--- src/rtl/ppu_pixel_fifo.sv ---
`default_nettype none
// ============================================================================
// ppu_pixel_fifo : show-ahead pixel FIFO filled one 8-pixel tile row at a time
//                  and drained per pixel, with fine-scroll discard.  Rev 1.0
// ============================================================================
module ppu_pixel_fifo #(
    parameter int DEPTH  = 16,
    parameter int ATTR_W = 3
) (
    input  logic                         clk,
    input  logic                         rst,
    input  logic                         load,
    input  logic [7:0]                   plane0,
    input  logic [7:0]                   plane1,
    input  logic [ATTR_W-1:0]            attr,
    input  logic                         flip_x,
    input  logic                         pop,
    input  logic                         discard,
    input  logic [2:0]                   discard_cnt,
    input  logic                         flush,
    output logic                         load_ready,
    output logic                         px_valid,
    output logic [1:0]                   px_color,
    output logic [ATTR_W-1:0]            px_attr,
    output logic [$clog2(DEPTH+1)-1:0]   count,
    output logic                         empty,
    output logic                         full,
    output logic                         overflow,
    output logic                         underflow
);

    localparam int PW = $clog2(DEPTH);
    localparam int CW = $clog2(DEPTH+1);
    localparam int EW = 2 + ATTR_W;

    logic [EW-1:0] mem_q [DEPTH];
    logic [PW-1:0] rd_ptr_q, rd_ptr_d, wr_ptr_q, wr_ptr_d;
    logic [CW-1:0] count_q, count_d;
    logic          overflow_q, overflow_d, underflow_q, underflow_d;
    logic          load_ok;
    logic [CW-1:0] removed;
    logic [EW-1:0] row [8];
    logic [EW-1:0] head;

    assign load_ready = (count_q <= CW'(DEPTH - 8));

    always_comb begin
        for (int i = 0; i < 8; i++) begin
            row[i] = flip_x ? {plane1[i], plane0[i], attr}
                            : {plane1[3'(7 - i)], plane0[3'(7 - i)], attr};
        end
    end

    always_comb begin
        count_d     = count_q;
        rd_ptr_d    = rd_ptr_q;
        wr_ptr_d    = wr_ptr_q;
        overflow_d  = overflow_q;
        underflow_d = underflow_q;
        load_ok     = 1'b0;
        removed     = '0;
        if (flush) begin
            count_d  = '0;
            rd_ptr_d = '0;
            wr_ptr_d = '0;
        end else begin
            load_ok = load && load_ready;
            if (load && !load_ready) overflow_d = 1'b1;
            // Discard takes precedence and silently swallows a same-cycle pop.
            if (discard) begin
                removed = (CW'(discard_cnt) < count_q) ? CW'(discard_cnt) : count_q;
            end else if (pop) begin
                if (count_q != '0) removed = CW'(1);
                else               underflow_d = 1'b1;
            end
            rd_ptr_d = rd_ptr_q + PW'(removed);
            wr_ptr_d = wr_ptr_q + (load_ok ? PW'(8) : PW'(0));
            count_d  = count_q + (load_ok ? CW'(8) : CW'(0)) - removed;
        end
    end

    always_ff @(posedge clk or negedge rst) begin
        if (!rst) begin
            count_q     <= '0;
            rd_ptr_q    <= '0;
            wr_ptr_q    <= '0;
            overflow_q  <= 1'b0;
            underflow_q <= 1'b0;
        end else begin
            count_q     <= count_d;
            rd_ptr_q    <= rd_ptr_d;
            wr_ptr_q    <= wr_ptr_d;
            overflow_q  <= overflow_d;
            underflow_q <= underflow_d;
        end
    end

    always_ff @(posedge clk) begin
        if (load_ok) begin
            for (int i = 0; i < 8; i++) begin
                mem_q[wr_ptr_q + PW'(i)] <= row[i];
            end
        end
    end

    assign head      = mem_q[rd_ptr_q];
    assign count     = count_q;
    assign empty     = (count_q == '0);
    assign full      = (count_q == CW'(DEPTH));
    assign px_valid  = !empty;
    assign px_color  = empty ? 2'b00 : head[EW-1 -: 2];
    assign px_attr   = empty ? '0 : head[ATTR_W-1:0];
    assign overflow  = overflow_q;
    assign underflow = underflow_q;

endmodule
`default_nettype wire
--- config.mk ---
export PLATFORM = sky130hd
export DESIGN_NAME = ppu_pixel_fifo
export DESIGN_NICKNAME = d
export VERILOG_FILES = /design/src/rtl/ppu_pixel_fifo.sv
export SDC_FILE = /design/constraint.sdc
export NUM_CORES = 1
export LEC_CHECK = 0
export ABC_AREA = 1
export BUFFER_PORTS_ARGS = -buffer_cell sky130_fd_sc_hd__buf_2
export CAP_MARGIN = 20
export CORE_MARGIN = 2
export CORE_UTILIZATION = 54
export CTS_CLUSTER_DIAMETER = 40
export DETAILED_ROUTE_END_ITERATION = 10
export PLACE_DENSITY = 0.79
export SETUP_SLACK_MARGIN = 0.15
export SLEW_MARGIN = 20
export SYNTH_ARGS = -nofsm -noshare
export SYNTH_HDL_FRONTEND = slang
export SYNTH_SLANG_ARGS = --single-unit
--- constraint.sdc ---
create_clock -name clk -period 4.4 [get_ports clk]
set_input_delay 0.44 -clock clk [delete_from_list [all_inputs] [get_ports clk]]
set_output_delay 0.44 -clock clk [all_outputs]
set_load 0.01 [all_outputs]
==> results of run 1 <==
==> final cells by class <==
type | instances | share of cell area, %
clock buffers | 9 | 2.904
clock inverters | 7 | 1.848
inverters | 44 | 3.872
multi-input cells | 247 | 32.47
flip-flops and latches | 74 | 50.69
well taps | 96 | 2.816
repair buffers | 45 | 5.397
==> where the power goes <==
group / switching, W / total [W] / internal, W
Combinational: 0.000644 / 0.00103 / 0.000382
Sequential: 0.000112 / 0.000985 / 0.000873
Clock: 0.000268 / 0.000534 / 0.000266
==> logic make-up after synthesis <==
kind of cell	after synthesis	synth area share [%]
xor gates and xnor gates	6	1.569
buffers and inverters	63	7.353
adders and majority gates	14	5.163
AOI/OAI and AO/OA	62	10.33
muxes	2	0.5229
and+or+nand+nor	162	18.50
DFF	74	56.47
other	1	0.09795
==> worst max-delay path, cell delays in order (launching register included) <==
cell     delay (ns)
dfrtp_1        0.91
inv_1          0.49
o21ai_0        0.32
nand3_1        0.11
nand2_1        0.08
a21oi_1        0.06
buf_2          0.15
==> cell usage in the layout (no fill, tap or decap), types with 3 or more instances in the layout <==
cell type	n
a21oi_1	10
xnor2_1	3
o21ai_0	19
dfrtp_1	12
fa_1	3
nor2_1	47
inv_1	43
edfxtp_1	62
clkbuf_8	9
buf_2	44
nand2_1	81
ha_1	11
nand3_1	25
o21ai_1	11
o21ai_2	17
nand4_1	3
==> per-layer routing <==
layer,wire length (um),vias up,global-route usage [%],part of all wire [%]
met2,3832,97,34.11,49
met4,191,0,11.02,2.4
met5,0,-,0,0
met1,3332,1258,29.21,42
met3,517,18,4.995,6.6
li1,-,1348,-,-
==> metrics by stage <==
stage	std cells	power, W	utilization [%]	hold WS [ns]	setup slack, ns
2_1_floorplan	384	0.001747	-	0.1444	1.737
3_3_place_gp	505	0.001982	59.32	0.3364	1.607
3_5_place_dp	505	0.002023	59.32	0.3431	1.491
4_1_cts	522	0.002552	62.44	0.3651	1.484
5_1_grt	522	0.002716	62.44	0.3712	1.221
6_report	522	0.002545	62.44	0.3818	1.498
==> state kept, by name, summed over array words and instances (netlist names) <==
name and flops:
wr_ptr_q 1, overflow 1, mem_q 62, underflow 1
rd_ptr_q 4, count 5
==> worst max-delay path by stage <==
stage,slack (ns),startpoint,to,depth (start not counted)
final,1.50,rd_ptr_q[1],px_attr[0],6
after global routing,1.22,rd_ptr_q[1],px_attr[0],6
after CTS,1.48,rd_ptr_q[1],px_attr[0],6
after detailed placement,1.49,discard_cnt[2],count[3],15
after global placement,1.61,discard_cnt[2],count[3],15
after floorplan,1.74,count[2],count[3],15
==> timing repair <==
item | CTS | global route
endpoints found under the setup margin | 0 | 0
hold buffers | 1 | 0
endpoints found under the hold margin | 12 | 0
==> summary.txt, run 1 <==
Outcome
  – Status: finished, final reports clean

Placement
  – IO buf count: 44
  – Post-DP HPWL: 5.551 mm
  – GP Congestion: 0.8538
  – Placed cell areas: 4053 um^2

Synth
  – Mean area per synthesized cell: about 10 um^2
  – Cell count after synthesis: ~380
  – Area leader, netlist: edfxtp_1
  – Async S/R FF share, synth: between 10% and 20%
  – FF+latch count, synth: 74
  – Register area share after synthesis: a little under three fifths
  – Yosys cell types: 30
  – Warnings from Yosys: 0
  – Top cells by area, synth: edfxtp_1 (49%), nand2_1 (7.9%), dfrtp_1 (7.8%)
  – Commonest cells in the synthesized netlist: nand2_1 (81), edfxtp_1 (62), nor2_1 (47), inv_1 (43), nand3_1 (25)
  – Most frequent cell after synthesis: nand2_1
  – EDFF count, synth: 62
  – Post-Syn Nets: between 400 and 500
  – Area of the mapped netlist: 3829 um^2
  – Post-synth top flop: edfxtp_1
  – Synth top area share: 48.63%

Drt
  – DR WL/cell: 15.08 um
  – Detailed Route WL: 7.874 mm
  – Initial DRC Count: 287
  – Total number of vias: 2721
  – DRT Pass-1 Iters: 4
  – Antenna viol nets, final: 0
  – DRC: 0
  – Via/cell ratio: around 5.2

Timing
  – Crit share post-route: 65.95%
  – Tmin final: 2.902 ns
  – Final setup vio count: 0
  – Endpoints failing hold: 0
  – Pins over their slew limit: 0
  – RSZ-0062 raised after global routing: no
  – Slew Limit Headroom: 42.35%
  – Achievable clock frequency: 344.6 MHz
  – Final clock skew: 0.007943 ns
  – TNS Setup: 0 ns
  – Worst slew pin tran: 0.8647 ns

Cells and area
  – Nets@finish: 464
  – Antenna Cells: 0
  – Layout area overhead: 11.41%
  – Layout cell share with drive strength beyond 1: 20.19%
  – Multi-input gate area: 1385 um^2
  – Storage cell area: 2162 um^2
  – Design Area, Final: 4265 um^2
  – Number of fill cells in the layout: 578

Min path
  – Hold path start: plane1[0]
  – Hold Path Sink: mem_q[8][4]
  – Hold path depth: 1
  – Worst hold path class: in -> reg

CTS
  – Root Driver: clkbuf_8
  – Worst-path clk slew: around 0.08 ns
  – Latest clock arrival within the worst-skew pair: 0.34 ns
  – CTS buffer count: 9
  – Clock net sink count: 74
  – Post_cts resized: 0
  – Setup bufs post-CTS: 0
  – CTS tree: done
  – CTS Buffer Depth: 2
  – H-tree depth: 3

Critical path
  – R2R Path Start: count[2]
  – Reg2reg setup slack: 1.54 ns
  – Worst reg2reg path endpoint: count[3]
  – Crit path max fanout: 24
  – CP Launch Type: flop
  – Crit path DAT: 2.46 ns
  – R2R depth: 15
  – WS Path Type: reg -> out
  – CP Capture Type: output pin
  – Req. time, crit path: 3.96 ns

GRT
  – First-pass GRT wire length: 12.43 mm
  – Vias in the first global route: 2600
  – Tot GR Track Use: 21.97%
  – Initial antenna violation count: 0
  – Grt total ovfl: 0
  – Largest net degree at the start of global routing: 25

Die
  – DIE AREA: 7779 um^2
  – CORE AREA: 6832 um^2
  – Initial Util: 56.04%
  – Die width: 88.20 um
  – Top Ports: 45
  – Row cnt: 30
  – Die Height: roughly 88 um

Run
  – Max cap viols: 0

Power and ir drop
  – Leak pwr: 1.869 nW
  – Pwr Density: slightly below 600 nW/um^2
  – Max IR drop VDD: 0.3466 mV
Power figures use the tool's default switching activity.
==> run 2, diff against run 1 <==
==> constraint.sdc (replaced) <==
create_clock -name clk -period 2.8 [get_ports clk]
set_input_delay 0.28 -clock clk [delete_from_list [all_inputs] [get_ports clk]]
set_output_delay 0.28 -clock clk [all_outputs]
set_load 0.01 [all_outputs]
==> run 2 against run 1 <==
  * Clock power up 29%
  * Critical path depth rose by 6
  * Sequential cell count unchanged
  * First-iteration DRC count rose by 3.5%
  * Wire length decreased by 0.51%
  * Power increased by 56%
  * Non-clock buffer count is 10 higher
  * Combinational power grew 75%
  * Clock skew is 0.00078 ns higher
  * Count of clock-buffer cells in the layout increased by 1
  * Critical endpoint is now count[3]
==> summary.txt, run 2 (synthesis results as in run 1) <==
Outcome
  – Status: finished, final reports clean

Die
  – Initial Util: between 50% and 60%
  – Die Height: between 80 and 90 um
  – CORE AREA: 6832 um^2
  – Top Ports: 45
  – Die width: 88.20 um
  – DIE AREA: between 7000 and 8000 um^2
  – Row cnt: 30

Critical path
  – Crit path max fanout: 4
  – WS Path Type: reg -> reg
  – Req. time, crit path: around 3.0 ns
  – CP Launch Type: flop
  – Crit path DAT: around 2.7 ns
  – Reg2reg setup slack: approximately 0.31 ns
  – Worst path cell trace: inv_1 > ha_1 > nand4_1 > nand2_2 > o21ai_0 > nor2_2 > inv_1 > ha_1 > ha_2 > fa_1 > xnor2_1 > nor2_1
  – CP max stage delay: 0.40 ns
  – Critical-path top delay cell: dfrtp_1
  – CP Capture Type: flop

GRT
  – Initial antenna violation count: 0
  – Tot GR Track Use: 22.04%
  – Vias in the first global route: 2628
  – First-pass GRT wire length: 12.38 mm
  – Largest net degree at the start of global routing: 22
  – Grt total ovfl: 0

Cells and area
  – Final cell count without fillers: 532
  – Multi-input gate area: 1411 um^2
  – Commonest non-fill, non-tap cell in the layout: nand2_1
  – Antenna Cells: 0
  – Most frequent cells in the layout: nand2_1 (80), edfxtp_1 (62), nor2_1 (45)
  – Storage cell area: between 2000 and 2500 um^2
  – Nets@finish: 474
  – Max reg flops: 62
  – Layout cell share with drive strength beyond 1: 23.17%
  – Layout area overhead: 12.97%
  – Number of fill cells in the layout: roughly 570
  – Largest Register: mem_q

Power and ir drop
  – Psw: 0.001601 W
  – Combinational Power Share: approximately 45%
  – Max IR drop VDD: 0.5294 mV
  – Sw frac: about two fifths
  – Leak pwr: 1.900 nW
  – Pwr Density: 919.2 nW/um^2
  – Pint: 0.002375 W
  – Clock share of power: 17.3%
  – Reg power frac: 37.5%

CTS
  – Clock net sink count: 74
  – H-tree depth: 3
  – Worst-path clk slew: 0.07 ns
  – CTS buffer count: 9
  – Root Driver: clkbuf_8
  – CTS Buffer Depth: 2
  – Latest clock arrival within the worst-skew pair: 0.35 ns
  – CTS tree: done

Timing
  – Endpoints failing hold: 0
  – Worst slew pin tran: between 0.5 and 0.6 ns
  – Crit share post-route: 88.79%
  – Final setup margin: 0.3139 ns
  – RSZ-0062 raised after global routing: no
  – Achievable clock frequency: ~400 MHz
  – Slew Limit Headroom: 65.42%
  – Worst-case hold slack: 0.2185 ns
  – Tmin final: 2.486 ns
  – Final clock skew: just under 0.009 ns
  – Pins over their slew limit: 0
  – Final setup vio count: 0
  – TNS Setup: 0 ns

Drt
  – Initial DRC Count: 297
  – DR WL/cell: 14.73 um
  – DRC: 0
  – Via/cell ratio: 5.175
  – DRT Pass-1 Iters: 5
  – Detailed Route WL: approximately 8 mm
  – Antenna viol nets, final: 0
  – Total number of vias: 2753

Run
  – Max cap viols: 0

Placement
  – IO buf count: between 40 and 50
  – Placed insts: 510
  – Post-DP HPWL: 5.599 mm
  – GP Congestion: 0.8388
  – Post-place setup slack: 0.005178 ns

Min path
  – Worst hold path class: in -> reg
==> run 2: final cells by class <==
type | count | area share, %
repair buffers | 55 | 7.058
flip-flops and latches | 74 | 49.99
inverters | 44 | 3.818
multi-input cells | 247 | 32.63
well taps | 96 | 2.777
clock buffers | 10 | 2.951
clock inverters | 6 | 0.7810
==> run 2: power by group through the flow <==
stage               registers (W)  logic, W  clock network (W)
floorplan                 0.00149   0.00126                  0
global placement          0.00151   0.00162                  0
detailed placement        0.00151   0.00169                  0
CTS                       0.00149   0.00172           0.000697
global route              0.00151   0.00202           0.000750
finish                    0.00149   0.00180           0.000688
==> run 2: repair_timing <==
item / CTS / global route
buffers inserted: 2 / 3
gates resized for setup: 1 / 8
pin swaps: 1 / 4
hold buffers: 1 / 0
endpoints found under the hold margin: 12 / 0
endpoints found under the setup margin: 2 / 3
==> run 2: metal layers <==
| layer | track usage [%] | vias to the layer above | routed length, um |
|---|---|---|---|
| li1 | - | 1365 | - |
| met1 | 28.31 | 1273 | 3397 |
| met2 | 35.41 | 96 | 3796 |
| met3 | 5.278 | 19 | 416 |
| met4 | 10.47 | 0 | 223 |
| met5 | 0 | - | 0 |
==> run 2: critical path, delay by kind of cell, from the launching register on <==
family                     cells  cell delay (ns)
adders and majority gates      4             1.14
DFF                            1             0.40
buffers and inverters          2             0.15
and+or+nand+nor                4             0.41
xor gates and xnor gates       1             0.16
AOI/OAI and AO/OA              1             0.10
==> run 2: final timing paths <==
path / from / end / cells after the start
hold reg to reg: overflow / overflow / 1
min in group asynchronous: rst / underflow / 2
max in group asynchronous: rst / rd_ptr_q[2] / 2
setup / recovery: count[1] / count[3] / 12
setup reg to reg: count[1] / count[3] / 12
hold / removal: flush / count[0] / 2
==> run 2: per-stage QoR <==
| step | instance area, um^2 | utilization (%) | power (W) |
|---|---|---|---|
| 4_1_cts | 4279 | 62.64 | 0.003903 |
| 6_report | 4325 | 63.32 | 0.003976 |
| 3_5_place_dp | 4093 | 59.91 | 0.003201 |
| 3_3_place_gp | 4093 | 59.91 | 0.003132 |
| 2_1_floorplan | 3831 | - | 0.002748 |
| 5_1_grt | 4325 | 63.32 | 0.004275 |
